<file path="src/rtl/rst_seq_pkg.sv">
// Shared types and sizing helpers for the reset sequencer.
package rst_seq_pkg;

   typedef enum logic [2:0] {
      ST_HOLD   = 3'd0,
      ST_WAIT   = 3'd1,
      ST_DELAY  = 3'd2,
      ST_RUN    = 3'd3,
      ST_ASSERT = 3'd4
   } state_e;

   // Counter must hold the largest of the hold, delay and timeout loads.
   function automatic int unsigned cnt_width(input int unsigned h,
                                             input int unsigned d,
                                             input int unsigned t);
      int unsigned m;
      m = h;
      if (d > m) m = d;
      if (t > m) m = t;
      return $clog2(m + 1);
   endfunction

endpackage

</file>
<file path="src/rtl/rst_seq_cnt_dn.sv">
// Loadable down-counter; exp_o flags the final count (value 1).
module cnt_dn #(
   parameter int unsigned W       = 8,
   parameter int unsigned RST_VAL = 1
) (
   input  logic         clk_i,
   input  logic         rst_i,
   input  logic         load_i,
   input  logic         en_i,
   input  logic [W-1:0] val_i,
   output logic         exp_o
);

   logic [W-1:0] cnt_q, cnt_d;

   always_comb begin
      cnt_d = cnt_q;
      if (load_i)                  cnt_d = val_i;
      else if (en_i && cnt_q != '0) cnt_d = cnt_q - W'(1);
   end

   always_ff @(posedge clk_i) begin
      if (rst_i) cnt_q <= W'(RST_VAL);
      else       cnt_q <= cnt_d;
   end

   assign exp_o = (cnt_q == W'(1));

endmodule

</file>
<file path="src/rtl/rst_seq.sv">
// Ordered release / reverse re-assertion of N_DOMAIN reset domains.
// Optional ready-wait timeout with sticky err_o when RST_SEQ_TIMEOUT_EN is defined.
module rst_seq
   import rst_seq_pkg::*;
#(
   parameter int unsigned N_DOMAIN  = 4,
   parameter int unsigned H_HOLD    = 8,
   parameter int unsigned D_DELAY   = 16,
   parameter int unsigned T_TIMEOUT = 1024
) (
   input  logic                        clk_i,
   input  logic                        rst_i,
   input  logic                        req_i,
   input  logic [N_DOMAIN-1:0]         rdy_i,
   output logic [N_DOMAIN-1:0]         rst_n_o,
   output logic                        done_o,
   output logic [$clog2(N_DOMAIN)-1:0] stage_o,
   output logic                        err_o
);

   localparam int unsigned CNT_W = cnt_width(H_HOLD, D_DELAY, T_TIMEOUT);
   localparam int unsigned STG_W = $clog2(N_DOMAIN);
   localparam logic [STG_W-1:0] LAST = STG_W'(N_DOMAIN - 1);

   state_e              state_q, state_d;
   logic [N_DOMAIN-1:0] rst_n_q, rst_n_d, rst_n_clr;
   logic [STG_W-1:0]    stage_q, stage_d, top_idx, stage_nxt;
   logic                done_q, done_d;
   logic                skip_q, skip_d;
   logic                cnt_load, cnt_en, cnt_exp;
   logic [CNT_W-1:0]    cnt_val;
   logic                tmo_hit, hold_exp, adv, is_last;

   // The first cycle after reset does not count, so release lands H_HOLD edges later.
   assign hold_exp  = cnt_exp & ~skip_q;
   assign adv       = rdy_i[stage_q] | tmo_hit;
   assign is_last   = (stage_q == LAST);
   assign stage_nxt = stage_q + STG_W'(1);

   cnt_dn #(.W(CNT_W), .RST_VAL(H_HOLD)) u_cnt (
      .clk_i  (clk_i),
      .rst_i  (rst_i),
      .load_i (cnt_load),
      .en_i   (cnt_en),
      .val_i  (cnt_val),
      .exp_o  (cnt_exp)
   );

   // Highest released domain, and the mask with it re-asserted.
   always_comb begin
      top_idx = '0;
      for (int unsigned i = 0; i < N_DOMAIN; i++) begin
         if (rst_n_q[i]) top_idx = STG_W'(i);
      end
      rst_n_clr          = rst_n_q;
      rst_n_clr[top_idx] = 1'b0;
   end

   always_ff @(posedge clk_i) begin
      if (rst_i) begin
         state_q <= ST_HOLD;
         rst_n_q <= '0;
         stage_q <= '0;
         done_q  <= 1'b0;
         skip_q  <= 1'b1;
      end else begin
         state_q <= state_d;
         rst_n_q <= rst_n_d;
         stage_q <= stage_d;
         done_q  <= done_d;
         skip_q  <= skip_d;
      end
   end

   always_comb begin
      state_d = state_q;
      case (state_q)
         ST_HOLD:   if (hold_exp) state_d = ST_WAIT;
         ST_WAIT: begin
            if (req_i)    state_d = ST_ASSERT;
            else if (adv) state_d = is_last ? ST_RUN : ST_DELAY;
         end
         ST_DELAY: begin
            if (req_i)        state_d = ST_ASSERT;
            else if (cnt_exp) state_d = ST_WAIT;
         end
         ST_RUN:    if (req_i) state_d = ST_ASSERT;
         ST_ASSERT: if (rst_n_clr == '0) state_d = ST_HOLD;
         default:   state_d = ST_HOLD;
      endcase
   end

   always_comb begin
      rst_n_d  = rst_n_q;
      stage_d  = stage_q;
      done_d   = (state_q == ST_RUN);
      skip_d   = 1'b0;
      cnt_load = 1'b0;
      cnt_en   = 1'b0;
      cnt_val  = CNT_W'(H_HOLD);
      case (state_q)
         ST_HOLD: begin
            cnt_en = ~skip_q;
            if (hold_exp) begin
               rst_n_d[0] = 1'b1;
               stage_d    = '0;
            end
         end
         ST_WAIT: begin
            if (!req_i && adv && !is_last) begin
               cnt_load = 1'b1;
               cnt_val  = CNT_W'(D_DELAY);
            end
         end
         ST_DELAY: begin
            cnt_en = 1'b1;
            if (!req_i && cnt_exp) begin
               rst_n_d[stage_nxt] = 1'b1;
               stage_d            = stage_nxt;
            end
         end
         ST_ASSERT: begin
            rst_n_d = rst_n_clr;
            stage_d = top_idx;
            if (rst_n_clr == '0) cnt_load = 1'b1;
         end
         default: ;
      endcase
   end

`ifdef RST_SEQ_TIMEOUT_EN
   logic wait_entry, tmo_exp, err_q, err_d;

   assign wait_entry = (state_q == ST_HOLD  && hold_exp) ||
                       (state_q == ST_DELAY && !req_i && cnt_exp);
   assign tmo_hit    = (state_q == ST_WAIT) & tmo_exp;
   assign err_d      = err_q | (tmo_hit & ~req_i);

   cnt_dn #(.W(CNT_W), .RST_VAL(T_TIMEOUT)) u_tmo (
      .clk_i  (clk_i),
      .rst_i  (rst_i),
      .load_i (wait_entry),
      .en_i   (state_q == ST_WAIT),
      .val_i  (CNT_W'(T_TIMEOUT)),
      .exp_o  (tmo_exp)
   );

   always_ff @(posedge clk_i) begin
      if (rst_i) err_q <= 1'b0;
      else       err_q <= err_d;
   end

   assign err_o = err_q;
`else
   assign tmo_hit = 1'b0;
   assign err_o   = 1'b0;
`endif

   assign rst_n_o = rst_n_q;
   assign done_o  = done_q;
   assign stage_o = stage_q;

endmodule

</file>
<file path="config.mk">
export PLATFORM = sky130hd
export DESIGN_NAME = rst_seq
export DESIGN_NICKNAME = d
export VERILOG_FILES = /design/src/rtl/rst_seq_pkg.sv /design/src/rtl/rst_seq_cnt_dn.sv /design/src/rtl/rst_seq.sv
export SDC_FILE = /design/constraint.sdc
export NUM_CORES = 1
export LEC_CHECK = 0
export ABC_AREA = 1
export BUFFER_PORTS_ARGS = -buffer_cell sky130_fd_sc_hd__buf_2
export CAP_MARGIN = 20
export CORE_UTILIZATION = 55
export DETAILED_ROUTE_END_ITERATION = 16
export PLACE_DENSITY_LB_ADDON = 0.25
export SLEW_MARGIN = 25
export SYNTH_ARGS = -nofsm -noshare
export SYNTH_HDL_FRONTEND = slang
export SYNTH_HIERARCHICAL = 1
export SYNTH_SLANG_ARGS = --single-unit
</file>
<file path="constraint.sdc">
create_clock -name clk_i -period 2.46 [get_ports clk_i]
set_input_delay 0.246 -clock clk_i [delete_from_list [all_inputs] [get_ports clk_i]]
set_output_delay 0.246 -clock clk_i [all_outputs]
set_load 0.03 [all_outputs]
</file>
Yosys cells after proc, flatten, opt, wreduce, memory -nomap -nowiden. Index checks and enable logic that the tools add are counted.

$add $sub $neg: 2. $mul: 0. Divide/modulo/power cells: 0. $lt $le $gt $ge: 5. Equality and inequality tests: 12. Shift-type cells: 0. Mux-type cells: 34. Bitwise logic cells: 5. Reduce and logical (&&, ||, !) cells: 17.

Operators by type and width (number): $mux 11 (2); $mux 3 (7); $pmux 3 s5 (1); $eq 11x1->1 const B (1); $reduce_bool 11->1 (1); $sub 11x1->11 const B (1); $mux 5 (2); $lt 2x3->1 const B (3); $mux 1 (9); $mux 2 (4); $ne 2x2->1 const B (4); $eq 3x2->1 const B (2); $logic_and 1x1->1 (6); $ne 3x3->1 const B (2); $pmux 2 s3 (1); $pmux 3 s2 (1); $reduce_and 5->1 (1); $and 4x4->4 (1); $demux 1 s2 (2); $ge 2x1->1 const B (2); $logic_not 4->1 (1); $mux 4 (1); $not 4->4 (1); $or 4x4->4 (1); other kinds (15) (18).

Register bits after elaboration: 22. Bits in latches: 0. RAM bits: 0. ROM bits: 0. Input port bits: 7. Output and inout port bits: 8. Logic and storage cells: 82. Memories: 0.

Logic depth before layout (Yosys ltp).
Depth in word-level cells: 13. Gate-level depth with buffers: 13. Depth with buffers taken out: 12.

Hierarchy. Netlist, hierarchy kept.

By module, submodules not included: cnt_dn (instances 1, cells an instance 137, area each 828.3 um^2, seq. area each 220.2 um^2); rst_seq (instances 1, cells an instance 111, area each 800.8 um^2, seq. area each 220.2 um^2).

Worst setup path after synthesis. Ideal clock, no wire load.

Path kind: reg2reg. Start: register stage_q[1], in the netlist stage_o[1]. End: register u_cnt.cnt_q[1]. Library setup time: 0.116 ns. Arrival time: 1.888 ns. Required time: 2.344 ns. Path slack: 0.457 ns. Cell stages (with the launch flop): 12. Buffers on the path: 2. Period minus slack after synthesis: 2.003 ns. Cells stage by stage: dfxtp_1 > inv_1 > nand3_1 > nand2_1 > nor3_4 > inv_2 > o21ai_2 > clkbuf_2 > clkbuf_1 > o21ai_0 > nor2_1 > nor2_1.

Cells in the longest elaborated chain, start to end: 7. Elaborated cells on any way between the ends: 10. Classes of those cells: eq/ne (1); mux (5); reduce/logical (4).

Ends and longest elaborated chain: start: declaration (line rst_seq.sv:27) `logic [STG_W-1:0] stage_q, stage_d, top_idx, stage_nxt;`; start signal: assignment (line rst_seq.sv:69) `stage_q <= stage_d;`; $bmux 1 s2 (line rst_seq.sv:36) `assign adv = rdy_i[stage_q] | tmo_hit;`; $mux 1 (not written as such) (line rst_seq.sv:36); $logic_and 1x1->1 (line rst_seq.sv:110) `if (!req_i && adv && !is_last) begin`; $logic_and 1x1->1 * (line rst_seq.sv:110); $mux 1 * (line rst_seq.sv:110); $pmux 1 s2 * (line rst_seq.sv:101) `case (state_q)`; via cnt_load (line rst_seq.sv:30) `logic cnt_load, cnt_en, cnt_exp;`; $mux 11 / $reduce_bool 2->1 (equally long branches); end signal: assignment (line rst_seq_cnt_dn.sv:23) `if (rst_i) cnt_q <= W'(RST_VAL);`; end signal: assignment (line rst_seq_cnt_dn.sv:24) `else cnt_q <= cnt_d;`; end: declaration (line rst_seq_cnt_dn.sv:14) `logic [W-1:0] cnt_q, cnt_d;`.

The timed path passes the listed nets; every way through them passes the cells marked *. The select of a mux whose other input is x is not followed. A chain may end at the register's enable or synchronous reset.

Worst setup path after layout.
Start: register rst_n_q[2], in the netlist rst_n_o[2]. End: register u_cnt.cnt_q[1].

Cells in the longest elaborated chain, start to end: 12. Elaborated cells on any way between the ends: 14. Classes of those cells: order compare (2); mux (7); bitwise (2); reduce/logical (3).

Ends and longest elaborated chain: start: declaration (line rst_seq.sv:26) `logic [N_DOMAIN-1:0] rst_n_q, rst_n_d, rst_n_clr;`; start signal: assignment (line rst_seq.sv:68) `rst_n_q <= rst_n_d;`; $mux 2 (2 in a row) (line rst_seq.sv:53) `if (rst_n_q[i]) top_idx = STG_W'(i);`; $lt 2x3->1 (not written as such) / $ge 2x1->1 (equally long branches) (line rst_seq.sv:56) `rst_n_clr[top_idx] = 1'b0;`; $logic_and 1x1->1 (not written as such) (line rst_seq.sv:56); $mux 1 (not written as such) (line rst_seq.sv:56); $demux 1 s2 (line rst_seq.sv:56); $not 4->4 (no line); $and 4x4->4 (no line) *; $logic_not 4->1 * (line rst_seq.sv:125) `if (rst_n_clr == '0) cnt_load = 1'b1;`; $mux 1 * (line rst_seq.sv:125); $pmux 1 s2 * (line rst_seq.sv:101); via cnt_load (line rst_seq.sv:30); $mux 11 / $reduce_bool 2->1 (equally long branches).

The timed path passes the listed nets; every way through them passes the cells marked *.

==> impl_metrics.env <==
export IMPL_layout_commonest_cell="nand2_1"
export IMPL_cp_required_ns=2.69
export IMPL_worst_path_max_fanout=16
export IMPL_hold_viol_final=0
export IMPL_initial_core_util=0.586
export IMPL_grt_overflow=0
export IMPL_dp_hpwl_um=2720
export IMPL_vias_per_cell=5.09
export IMPL_max_slew_margin=0.599
export IMPL_critPathKind="reg2reg"
export IMPL_layout_drive_gt1_share=0.192
export IMPL_placed_area_mm2=0.00175
export IMPL_ir_drop_v=0.000913
export IMPL_first_pass_iters=5
export IMPL_cts_root_buffer="clkbuf_4"
export IMPL_grt_pass1_vias=1416
export IMPL_worst_slew_pin_slew_ns=0.602
export IMPL_nets=286
export IMPL_startpoint_type="flop"
export IMPL_fin_crit_ns=2.18
export IMPL_dp_slack_ns=0.311
export IMPL_area_growth_pct=10.7
export IMPL_post_route_period_util=0.887
export IMPL_setup_tns_final_ns=0
export IMPL_multiInputGateArea_mm2=0.00108
export IMPL_ys_warn_count=6
export IMPL_port_buffers=13
export IMPL_io_pins=15
export IMPL_cts_setup_buffers=0
export IMPL_h_tree_depth=1
export IMPL_cts_buffer_depth=2
export IMPL_clock_latency_ns=0.31
export IMPL_report_final_slew_viol_count=0
export IMPL_status="complete, no violations"
export IMPL_seqCellArea_um2=440
export IMPL_ant_nets=0
export IMPL_use_met3=0.0346
export IMPL_syn_inst=248
export IMPL_rsz0062_at_grt="false"
export IMPL_wl_per_cell_um=11.3
export IMPL_grtUsageMet1=0.300
export IMPL_p_per_area_mw_per_mm2=1380
export IMPL_synth_area_per_cell_um2=6.57
export IMPL_track_usage=0.238
export IMPL_fin_ws_ns=0.278
export IMPL_holdPathStages=1
export IMPL_final_area_mm2=0.00180
export IMPL_synth_cell_types=35
export IMPL_clock_sinks=22
export IMPL_grt_max_degree=17
export IMPL_die_height_um=56.4
export IMPL_mostFrequentLayoutCells="nand2_1, nor2_1, inv_1"
export IMPL_r2r_cells=10
export IMPL_busiest_layer="met2"
export IMPL_cts_inserted_buffers=3
export IMPL_path_clk_slew_ns=0.14
export IMPL_hp_class="in2reg"
export IMPL_power_w=0.00249
export IMPL_ys_ff_latch=22
export IMPL_cts_tree="yes"
export IMPL_die_area_mm2=0.00318
export IMPL_cts_hold_buf=0
export IMPL_grt_pass1_wl_um=6010
export IMPL_coreArea_mm2=0.00278
export IMPL_p_leak_nw=0.911
export IMPL_rows=19
export IMPL_synthesis_area_mm2=0.00163
export IMPL_maxCapViolations=0
export IMPL_cts_resized=0
export IMPL_die_width_um=56.4
export IMPL_skew_ns=0.0176
export IMPL_insertedDiodeCount=0
export IMPL_vias=1536
export IMPL_drtIter0Drc=75
export IMPL_crit_arrival_ns=2.41
export IMPL_drc=0
export IMPL_use_met2=0.398
export IMPL_synth_seq_area_share=0.270
export IMPL_setup_viol=0
export IMPL_antenna_found_initial=0
export IMPL_drt_wl_total_um=3400
export IMPL_end_kind="flop"
export IMPL_fin_hold_ws_ns=0.226
export IMPL_max_freq_mhz=458
export IMPL_fillCellCount=297
export IMPL_place_gp_congestion=0.858
[logic make-up after synthesis]
kind of cell    synth area share
fa+ha+maj                 0.0538
buf+inv                   0.0845
simple gates               0.464
xor+xnor                  0.0108
flops                      0.270
compound gates             0.114
other cells              0.00230
[worst max-delay path, cell delays in order (launching register included)]
cell	delay, ns
dfxtp_1	0.39
nor2_1	0.16
nand2_1	0.06
nand2_1	0.08
nand3_1	0.15
o21ai_2	0.53
inv_1	0.30
nand2_4	0.19
clkinv_4	0.09
nor2_1	0.09
nor2_1	0.05
[area by class of cell]
class | count | area share
Multi-Input combinational cell | 201 | 0.602
Sequential cell | 22 | 0.244
Inverter | 31 | 0.0673
Timing Repair Buffer | 13 | 0.0361
Tap cell | 31 | 0.0215
Clock inverter | 1 | 0.0167
Clock buffer | 3 | 0.0125
[state kept, by name, summed over array words and instances, names as in the netlist]
signal	flops
stage_o	2
state_q	3
skip_q	1
done_o	1
u_cnt/cnt_q	11
rst_n_o	4
[final timing paths]
path              startpoint  slack [ns]        endpoint
setup / recovery  rst_n_o[2]        0.28  u_cnt/cnt_q[1]
hold / removal         rst_i        0.23          skip_q
setup reg to reg  rst_n_o[2]        0.28  u_cnt/cnt_q[1]
hold reg to reg   rst_n_o[0]        0.52      rst_n_o[0]
[Yosys cell counts (all sizes together)]
| master | number | area, um^2 |
|---|---|---|
| buf | 1 | 7.51 |
| clkinv | 1 | 8.76 |
| nand3 | 25 | 155 |
| xnor2 | 1 | 8.76 |
| clkbuf | 2 | 8.75 |
| a21oi | 14 | 73.8 |
| nor3 | 5 | 36.3 |
| o21ai | 12 | 71.3 |
| nand4 | 3 | 18.8 |
| a211oi | 2 | 20.0 |
| a21boi | 1 | 7.51 |
| o21a | 1 | 7.51 |
| or2 | 2 | 12.5 |
| and2 | 1 | 8.76 |
| nand2 | 78 | 340 |
| nor2 | 37 | 184 |
| conb | 1 | 3.75 |
| o22ai | 1 | 6.26 |
| ha | 7 | 87.6 |
| inv | 30 | 113 |
| dfxtp | 22 | 440 |
| xor2 | 1 | 8.76 |
[routing by layer]
metal,vias up,part of all wire
met5,-,0
met4,0,0.017
met3,6,0.026
met2,26,0.49
met1,676,0.47
li1,828,-
[power by group]
group | leakage, nW | internal (W) | switching, W
logic | 0.702 | 0.000552 | 0.00101
registers | 0.180 | 0.000480 | 0.000169
clock network | 0.0279 | 0.000165 | 0.000115
total | 0.911 | 0.00120 | 0.00130
[per-stage QoR]
step / std cells / util
3_5_place_dp: 298 / 0.629
4_1_cts: 302 / 0.648
2_1_floorplan: 257 / -
3_3_place_gp: 298 / 0.629
5_1_grt: 302 / 0.648
6_report: 302 / 0.648
Note: power is estimated with default switching activity, not from simulation.
